`config.mk`:
```
export PLATFORM = sky130hd
export DESIGN_NAME = serial_digit_adder_ctrl
export DESIGN_NICKNAME = d
export VERILOG_FILES = /design/src/rtl/serial_adder_pkg.sv /design/src/rtl/serial_digit_adder_ctrl_adder.sv /design/src/rtl/serial_digit_adder_ctrl.sv
export SDC_FILE = /design/constraint.sdc
export NUM_CORES = 1
export LEC_CHECK = 0
export CAP_MARGIN = 40
export CORE_MARGIN = 2
export CORE_UTILIZATION = 48
export DETAILED_ROUTE_END_ITERATION = 10
export PLACE_DENSITY = 0.78
export RECOVER_POWER = 50
export SLEW_MARGIN = 30
export SYNTH_ARGS = -nofsm -noshare
export SYNTH_HDL_FRONTEND = slang
export SYNTH_HIERARCHICAL = 1
export SYNTH_SLANG_ARGS = --single-unit
```
`constraint.sdc`:
```
create_clock -name clock -period 3.2 [get_ports clock]
set_input_delay 0.64 -clock clock [delete_from_list [all_inputs] [get_ports clock]]
set_output_delay 0.64 -clock clock [all_outputs]
set_load 0.01 [all_outputs]
```
`src/rtl/serial_adder_pkg.sv`:
```
// Shared types and default sizing for the digit-serial adder controller.
package serial_adder_pkg;
  localparam int DEF_WIDTH  = 4;
  localparam int DEF_DIGITS = 4;

  typedef enum logic [1:0] {
    IDLE = 2'd0,
    RUN  = 2'd1,
    DONE = 2'd2
  } sadd_state_t;
endpackage

```
`src/rtl/serial_digit_adder_ctrl_adder.sv`:
```
// Plain WIDTH-bit unsigned adder with carry out; the controller reuses it per digit.
module adder #(
  parameter int WIDTH = 4
) (
  input  logic [WIDTH-1:0] a,
  input  logic [WIDTH-1:0] b,
  output logic [WIDTH-1:0] sum,
  output logic             cout
);
  assign {cout, sum} = {1'b0, a} + {1'b0, b};
endmodule

```
`src/rtl/serial_digit_adder_ctrl.sv`:
```
// Adds two DIGITS*WIDTH-bit operands one digit per clock through a single
// narrow adder pair, least significant digit first.
module serial_digit_adder_ctrl
  import serial_adder_pkg::*;
#(
  parameter int WIDTH  = DEF_WIDTH,
  parameter int DIGITS = DEF_DIGITS,
  localparam int N     = DIGITS * WIDTH,
  localparam int IDX_W = (DIGITS > 1) ? $clog2(DIGITS) : 1
) (
  input  logic             clock,
  input  logic             reset_n,
  input  logic             start,
  input  logic [N-1:0]     a,
  input  logic [N-1:0]     b,
  output logic             busy,
  output logic             done,
  output logic [N-1:0]     sum,
  output logic             cout,
  output logic [IDX_W-1:0] digit_idx
);
  // Handshake: start is accepted in IDLE or DONE (a/b sampled on that edge);
  // busy stays high for DIGITS cycles, then done pulses for one cycle with
  // sum/cout valid. start seen while busy is ignored.
  localparam logic [IDX_W-1:0] LAST_IDX = IDX_W'(DIGITS - 1);

  sadd_state_t      state_q, state_d;
  logic [N-1:0]     a_q, a_d, b_q, b_d, acc_q, acc_d, sum_q, sum_d;
  logic [IDX_W-1:0] idx_q, idx_d;
  logic             carry_q, carry_d, cout_q, cout_d;

  logic [WIDTH-1:0] a_dig, b_dig, s1, s2;
  logic             c1, c2;

  assign a_dig = a_q[idx_q*WIDTH +: WIDTH];
  assign b_dig = b_q[idx_q*WIDTH +: WIDTH];

  adder #(.WIDTH(WIDTH)) u_stage1 (.a(a_dig), .b(b_dig),            .sum(s1), .cout(c1));
  adder #(.WIDTH(WIDTH)) u_stage2 (.a(s1),    .b(WIDTH'(carry_q)),  .sum(s2), .cout(c2));

  always_ff @(posedge clock or negedge reset_n) begin
    if (!reset_n) begin
      state_q <= IDLE;
      a_q     <= '0;
      b_q     <= '0;
      acc_q   <= '0;
      carry_q <= 1'b0;
      idx_q   <= '0;
      sum_q   <= '0;
      cout_q  <= 1'b0;
    end else begin
      state_q <= state_d;
      a_q     <= a_d;
      b_q     <= b_d;
      acc_q   <= acc_d;
      carry_q <= carry_d;
      idx_q   <= idx_d;
      sum_q   <= sum_d;
      cout_q  <= cout_d;
    end
  end

  always_comb begin
    state_d = state_q;
    a_d     = a_q;
    b_d     = b_q;
    acc_d   = acc_q;
    carry_d = carry_q;
    idx_d   = idx_q;
    sum_d   = sum_q;
    cout_d  = cout_q;
    case (state_q)
      IDLE, DONE: begin
        state_d = IDLE;
        if (start) begin
          state_d = RUN;
          a_d     = a;
          b_d     = b;
          carry_d = 1'b0;
          idx_d   = '0;
        end
      end
      RUN: begin
        acc_d[idx_q*WIDTH +: WIDTH] = s2;
        carry_d = c1 | c2;
        idx_d   = idx_q + 1'b1;
        // Only the final digit publishes; sum never shows a partial result.
        if (idx_q == LAST_IDX) begin
          sum_d   = acc_d;
          cout_d  = c1 | c2;
          state_d = DONE;
        end
      end
      default: state_d = IDLE;
    endcase
  end

  always_comb begin
    busy      = (state_q == RUN);
    done      = (state_q == DONE);
    digit_idx = (state_q == RUN) ? idx_q : '0;
    sum       = sum_q;
    cout      = cout_q;
  end
endmodule

```
# Word-level counts from Yosys, hierarchy flattened
# Index checks and enable logic that the tools add are counted.
[classes] addsub=4 eq_ne=5 shift=4 n_mux=9 n_bitwise=1 reduce_logical=6
[op_table] cell="$neg 4->34" count=1
[op_table] cell="$shift 4x34->16 const A" count=1
[op_table] cell="$shiftx 4x34->16" count=1
[op_table] cell="$shiftx 16x5->4" count=2
[op_table] cell="$bwmux 16" count=1
[op_table] cell="$pmux 2 s2" count=2
[op_table] cell="$mux 2" count=3
[op_table] cell="$reduce_and 2->1" count=3
[op_table] cell="$add 4x1->5" count=1
[op_table] cell="$add 4x4->5" count=1
[op_table] cell="$eq 2x2->1 const B" count=2
[op_table] cell="$add 2x1->2 const B" count=1
[op_table] cell="$eq 2x1->1 const B" count=1
[op_table] cell="$logic_not 2->1" count=1
[op_table] cell="$mux 1" count=2
[op_table] cell="$ne 2x1->1 const B" count=1
[op_table] cell="$ne 2x2->1 const B" count=1
[op_table] cell="$pmux 1 s2" count=1
[op_table] cell="$reduce_bool 2->1" count=1
[op_table] cell="$reduce_or 2->1" count=1
[op_table] cell="$or 1x1->1" count=1
[word_totals] register_bits=70 inputBits=35 word_cells=37

# Longest topological paths before layout
[logic_depth] depth_word=5 mapped_depth=13

# By module
# Netlist, hierarchy kept.
[by_module_without_submodules] module="serial_digit_adder_ctrl" n_inst=1 cells_each=215 area_each_um2=3034.2 seq_area_each_um2=1651.6
[by_module_without_submodules] module="adder" n_inst=2 cells_each=16 area_each_um2=136.4 seq_area_each_um2=0.0

# Worst setup path after synthesis
# Ideal clock, no wire load.
[synth_path] path_type="flip-flop to flip-flop" start="register idx_q[0]" end="register sum_q[2], in the netlist sum[2]" setup_time_ns=0.127 arrival_time_ns=2.967 t_required_ns=3.073 slack_ns=0.105 stages_incl_launch_ff=13 path_buffers=2 path_cell_list="dfrtp_1 -> buf_4 -> mux4_2 -> ha_1 -> inv_1 -> fa_1 -> inv_1 -> inv_1 -> fa_1 -> xnor2_1 -> clkbuf_1 -> a221oi_1 -> nor2_1"
[synth_between] elab_chain_cells=5
[synth_rtl] item="start, declared" line_no="serial_digit_adder_ctrl.sv:29" text="logic [IDX_W-1:0] idx_q, idx_d;"
[synth_rtl] item="start signal, assigned" line_no="serial_digit_adder_ctrl.sv:57" text="idx_q <= idx_d;"
[synth_rtl] item="$shiftx 16x5->4" line_no="serial_digit_adder_ctrl.sv:35" text="assign a_dig = a_q[idx_q*WIDTH +: WIDTH];"
[synth_rtl] item="named net a_dig[0]" line_no="serial_digit_adder_ctrl.sv:32" text="logic [WIDTH-1:0] a_dig, b_dig, s1, s2;"
[synth_rtl] item="$add 4x4->5" line_no="serial_digit_adder_ctrl_adder.sv:10" text="assign {cout, sum} = {1'b0, a} + {1'b0, b};"
[synth_rtl] item="named net s1[1]" line_no="serial_digit_adder_ctrl.sv:32"
[synth_rtl] item="$add 4x1->5" line_no="serial_digit_adder_ctrl_adder.sv:10"
[synth_rtl] item="named net s2[2]" line_no="serial_digit_adder_ctrl.sv:32"
[synth_rtl] item="$shiftx 4x34->16" line_no="serial_digit_adder_ctrl.sv:84" text="acc_d[idx_q*WIDTH +: WIDTH] = s2;"
[synth_rtl] item="$bwmux 16" line_no="serial_digit_adder_ctrl.sv:84"
[synth_rtl] item="end signal, assigned" line_no="serial_digit_adder_ctrl.sv:58" text="sum_q <= sum_d;"
[synth_rtl] item="end, declared" line_no="serial_digit_adder_ctrl.sv:28" text="logic [N-1:0] a_q, a_d, b_q, b_d, acc_q, acc_d, sum_q, sum_d;"
# The timed path passes the listed nets, and every way through them passes these cells.
# A chain may end at the register's enable or synchronous reset.

# Worst setup path in the final report
[layout_path] start="register idx_q[0]" end="register sum_q[7], in the netlist sum[7]"
[layout_between] elab_chain_cells=5
[layout_rtl] item="$shiftx 16x5->4" line_no="serial_digit_adder_ctrl.sv:36" text="assign b_dig = b_q[idx_q*WIDTH +: WIDTH];"
[layout_rtl] item="named net b_dig[2]" line_no="serial_digit_adder_ctrl.sv:32"
[layout_rtl] item="$add 4x4->5" line_no="serial_digit_adder_ctrl_adder.sv:10"
[layout_rtl] item="named net s1[2]" line_no="serial_digit_adder_ctrl.sv:32"
[layout_rtl] item="$add 4x1->5" line_no="serial_digit_adder_ctrl_adder.sv:10"
[layout_rtl] item="named net s2[3]" line_no="serial_digit_adder_ctrl.sv:32"
[layout_rtl] item="$shiftx 4x34->16" line_no="serial_digit_adder_ctrl.sv:84"
[layout_rtl] item="$bwmux 16" line_no="serial_digit_adder_ctrl.sv:84"
# The timed path passes the listed nets, and every way through them passes these cells.

==> results <==
- The run finished, with violations left.
- The final reports fail on max-capacitance violations, max-slew violations.
- In the final routed layout, each cell accounts on average for between 15 and 20 um.
- Fill cells in the final layout number ~540.
- The register area is between 1500 and 2000 um^2.
- Synthesis instantiated 37 different standard cells from the library.
- Static timing analysis puts the maximum clock frequency at 328 MHz.
- Of the cells placed in the final design, the portion with a size suffix greater than 1 is 23.1%.
- The CTS sink count is 66.
- In the final timing run, aggregate negative setup slack is 0 ps.
- The total core area is between 6000 and 7000 um^2.
- Setup violations remaining at the end of the flow were counted as 0.
- The number of buffers added for setup after CTS is 0.
- The CTS buffer count is 9.
- The launch instance of the worst register-to-register path is idx_q[0]$_DFFE_PN0P_.
- Global routing consumed, over all layers together, approximately 20% of the routing resources.
- By area the synthesized netlist is led by dfrtp_1 50%, mux2_4 13%, mux4_2 5.4%.
- The maximum level of the CTS H-tree is 3.
- The CTS tree is built.
- The number of synthesized register bits is 66.
- The repair_antennas step left the layout with diodes totalling 0.
- Global routing finished with a remaining overflow of 0.
- At the worst endpoint, the required time is about 3400 ps.
- The routability congestion estimate is a little over 0.8.
- The final count of pins violating max slew is 31.
- The clock transition at the registers of the reported paths is 80 ps.
- The die is around 87 um wide.
- The starting density of the core is 49.2%.
- During synthesis, Yosys emitted a total of 6 warnings.
- The part of the cycle the worst path needs is a little over nine tenths.
- The count of placed standard cells in the final layout, fillers left out is around 400.
- The biggest area contributor in the post-synthesis netlist is dfrtp_1.
- The smallest clock period supported by the final layout is computed as roughly 3100 ps.
- The final hold violation count is 0.
- Detailed placement finished with a half-perimeter wire length of around 5000 um.
- The launching instance or port of the critical path is idx_q[0]$_DFFE_PN0P_.
- The share of synthesized area occupied by flip-flops and latches is about half.
- In this run the core area contains 30 standard-cell rows.
- In this run the vertical extent of the chip is 87 um.
- The worst path meets setup with roughly 150 ps of slack.
- The tool flagged a number of max-cap violations equal to 1.
- The critical path arrival is ~3300 ps.
- The share of the synthesized area in the top cell type is 49.9%.
- The number of nets in the layout is 361.
- The number of remaining DRC errors is 0.
- The sort of element at the start of the critical path is a register.
- The post-route antenna net violation count is 0.
- The multi-input combinational cells in the finished layout cover a total of ~1500 um^2.
- The worst-case clock buffer depth is 2.
- The later pin in the worst-skew pair is clocked with a latency of 350 ps.
- The worst slack at placement is -50.4 ps.
- In this run the worst path has a maximum fanout of 4.
- The number of global-route vias before repair is roughly 2,300.
- Input and output buffers added on the ports amount to 55.
- The first-pass iteration count of the detailed router is 4.
- Setup repair after global routing left no endpoint under its margin.
- The die covers 7570 um^2.
- At the pin with the least slew margin, the transition time is roughly 1500 ps.
- The initial detailed-routing violation count is between 100 and 150.
- The remaining max-slew budget at the tightest pin is -2.31%.
- The largest net degree at the start of global routing is 31.
- Counting flops with a built-in enable in the synthesized netlist gives 0.
- In the post-synthesis netlist, the cell with the most instances is dfrtp_1.
- For this run, the leading register cell type out of synthesis is dfrtp_1.
- Averaged over all synthesized cells, the footprint is 13.4 um^2.
- The share of flip-flops with an asynchronous set or reset after synthesis is 100%.
- CTS placed an instance of clkbuf_8 at the clock tree root.
- Including well taps, the total number of placed cells is 380.
- The number of vias per cell after detailed routing is approximately 5.6.
- The clock skew is just under 10 ps.
- The path type of the worst min-delay path is primary input to asynchronous set/reset pin.
- The cell area that synthesis handed to floorplanning was around 3300 um^2.
- The commonest cells after synthesis are 66 x dfrtp_1, 29 x mux2_4, 23 x nor2_1, 14 x inv_1, 13 x ha_1.
- The number of antenna violations at the first check in global routing came to 0.
- The routed design has between 6000 and 7000 um of wire.
- The worst setup path is captured at a register.
- Pin placement for this block handled 56 I/O pins.
- The signed area change from the synthesized netlist to the final layout is 24.2%.
- The setup path with the least slack is of type register to register.
- The first-pass GRT wire length is 11,200 um.
- The overall via count from detail_route is approximately 2,200.
- The gate count of the mapped netlist is 247.
- The number of hold buffers added after CTS was 0.
-- sequential cells by signal, summed over array words and instances, names as in the netlist --
signal,count
a_q,16
acc_q,12
b_q,16
carry_q,1
cout,1
idx_q,2
state_q,2
sum,16
-- path summary, 6_finish.rpt --
check	to	depth (start not counted)	slack, ps
setup / recovery	sum[7]$_DFFE_PN0P_	11	150
max in group asynchronous	idx_q[0]$_DFFE_PN0P_	2	860
setup reg to reg	sum[7]$_DFFE_PN0P_	11	150
min in group clock	sum[15]$_DFFE_PN0P_	2	490
hold reg to reg	sum[15]$_DFFE_PN0P_	2	490
hold / removal	a_q[0]$_DFFE_PN0P_	1	350
-- cell usage in the layout (no fill, tap or decap), types with 9 or more instances in the layout --
cell,n
ha_1,13
mux2_2,10
inv_1,15
dfrtp_1,65
clkdlybuf4s50_1,54
a32o_1,11
mux2_4,22
clkbuf_8,9
nor2_1,24
-- through the flow --
stage	area, um^2	utilization [%]	hold slack [ps]
3_5_place_dp	3960	58.9	474
2_1_floorplan	3320	-	344
3_3_place_gp	3940	58.6	463
5_1_grt	4110	61.1	390
6_report	4110	61.1	350
4_1_cts	4160	61.9	193
-- critical path: stages, from the launching register on --
cell and delay (ps):
dfrtp_2 410, buf_4 160, buf_4 140, mux4_2 500
ha_1 340, xnor2_1 160, ha_1 380, a21oi_2 170
xnor2_1 120, nor2b_4 160, a221oi_1 310, nor2_1 80
-- what timing repair did --
item / in CTS / in global routing
endpoints found under the hold margin: 0 / 0
endpoints found under the setup margin: 1 / 5
resized for setup: 2 / 2
-- cell type report --
| class | count | share of cell area [%] |
|---|---|---|
| Clock buffer | 9 | 3.02 |
| Clock inverter | 7 | 1.71 |
| Inverter | 16 | 1.46 |
| Multi-Input combinational cell | 152 | 36.1 |
| Sequential cell | 66 | 40.2 |
| Tap cell | 80 | 2.44 |
| Timing Repair Buffer | 66 | 15.0 |
-- routing by layer --
metal	vias to the layer above	GRT usage [%]	wire length [um]
li1	1016	-	-
met1	1091	24.8	2980
met2	77	32.8	3370
met3	15	3.98	289
met4	0	11.2	204
met5	-	0	0
-- logic make-up after synthesis --
family / share of synthesized area, %
other: 0.113
AND/OR/NAND/NOR: 7.42
flip-flops: 49.9
buffers and inverters: 5.11
adder cells (fa/ha/maj): 6.13
XOR/XNOR: 1.06
multiplexers: 20.0
AO/OA/AOI/OAI: 10.3
Power is left out: the tool's default activity adds up to more than one toggle a clock period on the data nets, which glitch-free logic cannot reach.
==> RTL edit (same flow settings) <==
Reset style: synchronous (`reset_n`), changed in one clocked block.
--- a/src/rtl/serial_digit_adder_ctrl.sv
+++ b/src/rtl/serial_digit_adder_ctrl.sv
@@ -38,7 +38,7 @@
   adder #(.WIDTH(WIDTH)) u_stage1 (.a(a_dig), .b(b_dig),            .sum(s1), .cout(c1));
   adder #(.WIDTH(WIDTH)) u_stage2 (.a(s1),    .b(WIDTH'(carry_q)),  .sum(s2), .cout(c2));
 
-  always_ff @(posedge clock or negedge reset_n) begin
+  always_ff @(posedge clock) begin
     if (!reset_n) begin
       state_q <= IDLE;
       a_q     <= '0;
Function: differs if reset_n is asserted again (counterexample within 4 cycles, from zero or initial values and one cycle with reset_n low); with reset_n held inactive, the same outputs for 10 cycles.
==> RTL edit against the unedited design <==
- wire length rose by 0.58%
- sequential share of layout area fell by 8.3 points
- cell area rose by 0.76%
- core utilization fell by 0.88 points
- setup slack improved by 84 ps
- maximum frequency rose by 2.8%
- synthesized area rose by 4.4%
- sequential cell count did not move
==> RTL edit: results (changes against the unedited design) <==
* Final Core Density at 60.2% (-0.88 points)
* Largest net degree at the start of global routing at 36 (+16%)
* Final RePlAce weighted congestion at 0.803 (-2.1%)
* Part of the cycle the worst path needs at 92.8% (-2.6 points)
* Placed Cells at 483 (+27%)
* Critical Path Max Stage Delay at 520 ps (+20 ps)
* Worst reg2reg endpoint: acc_q[7]$_SDFFE_PN0P_
* Post-placement setup slack at 132 ps (+182 ps)
* Met1 Use GR at 26.4% (+1.5 points)
* Vias in the first global route at 2407 (+5.0%)
* Number of vias per cell at 5.18 (-6.7%)
* Top FF cell, synth: dfxtp_1
* Drt total wl at 6.89 mm (+0.58%)
* Arrival time worst endpoint at 3240 ps (-50 ps)
* FILL cells at 588 (+9.7%)
* Clk_skew at 12.9 ps (+3.17 ps)
* Distinct cells, synth at 44 (+19%)
* GR Util met2 at 29.0% (-3.9 points)
* Synth Area in Compound Gates at 21.3% (+11 points)
* Async set or reset register ratio after synthesis at 0% (-100 points)
* Min-Delay Path Class: reg -> reg
* Xor/xnor share of the synthesized area at 1.01% (-0.045 points)
* R2R Setup Slk at 230 ps (+80 ps)
* Post-DP HPWL at 4.97 mm (-1.8%)
* Status: completed
* First DRT Iteration DRCs at 94 (-31%)
* Cell Area, Placed at 0.00399 mm2 (+0.85%)
* CP Launch Point: idx_q[1]$_SDFFE_PN0P_
* Post-synthesis mux area share at 5.22% (-15 points)
* Slowest library cell on the worst path: fa_1
* Slew HR at 0.499% (+2.8 points)
* Layout cell share with drive strength beyond 1 at 20.3% (-2.8 points)
* Worst-path fanout max at 7 (+3)
* Final layout net count at 448 (+24%)
RTL edit: worst register-to-register path, delay by kind of cell (launching register included):
family	cells	cell delay, ps
XOR/XNOR	1	190
flip-flops	1	500
multiplexers	1	210
AO/OA/AOI/OAI	3	400
buffers and inverters	3	340
adder cells (fa/ha/maj)	2	820
AND/OR/NAND/NOR	2	450
RTL edit: how the worst min path moves through the flow:
stage	slack, ps	to	depth (start not counted)
4_1_cts	460	b_q[1]$_SDFFE_PN0P_	2
3_3_place_gp	440	acc_q[3]$_SDFFE_PN0P_	2
5_1_grt	470	sum[12]$_SDFFE_PN0P_	2
2_1_floorplan	430	b_q[0]$_SDFFE_PN0P_	2
6_report	450	sum[13]$_SDFFE_PN0P_	2
3_5_place_dp	450	b_q[1]$_SDFFE_PN0P_	2
RTL edit: cell families (layout without fill, tap and decap cells):
logic type	after synthesis	count (layout)
mux	8	8
other cells	1	4
simple gates	127	127
xor+xnor	4	4
compound gates	85	85
flops	66	66
buf+inv	40	94
fa+ha+maj	15	15
RTL edit: what timing repair did:
action | in CTS | in global routing
resized for setup | 0 | 2
endpoints found under the hold margin | 0 | 0
endpoints found under the setup margin | 0 | 6
RTL edit: cell type report:
cell class	count	share of cell area, %
Tap cell	96	2.90
Multi-Input combinational cell	243	43.6
Clock buffer	11	3.42
Inverter	15	1.36
Timing Repair Buffer	63	14.8
Sequential cell	66	32.0
Clock inverter	5	1.87
RTL edit: metal layers:
layer,up-vias,wire (um),part of all wire [%]
li1,1302,-,-
met1,1204,3330,48
met2,68,3150,46
met3,10,339,4.9
met4,0,71,1.0
met5,-,0,0
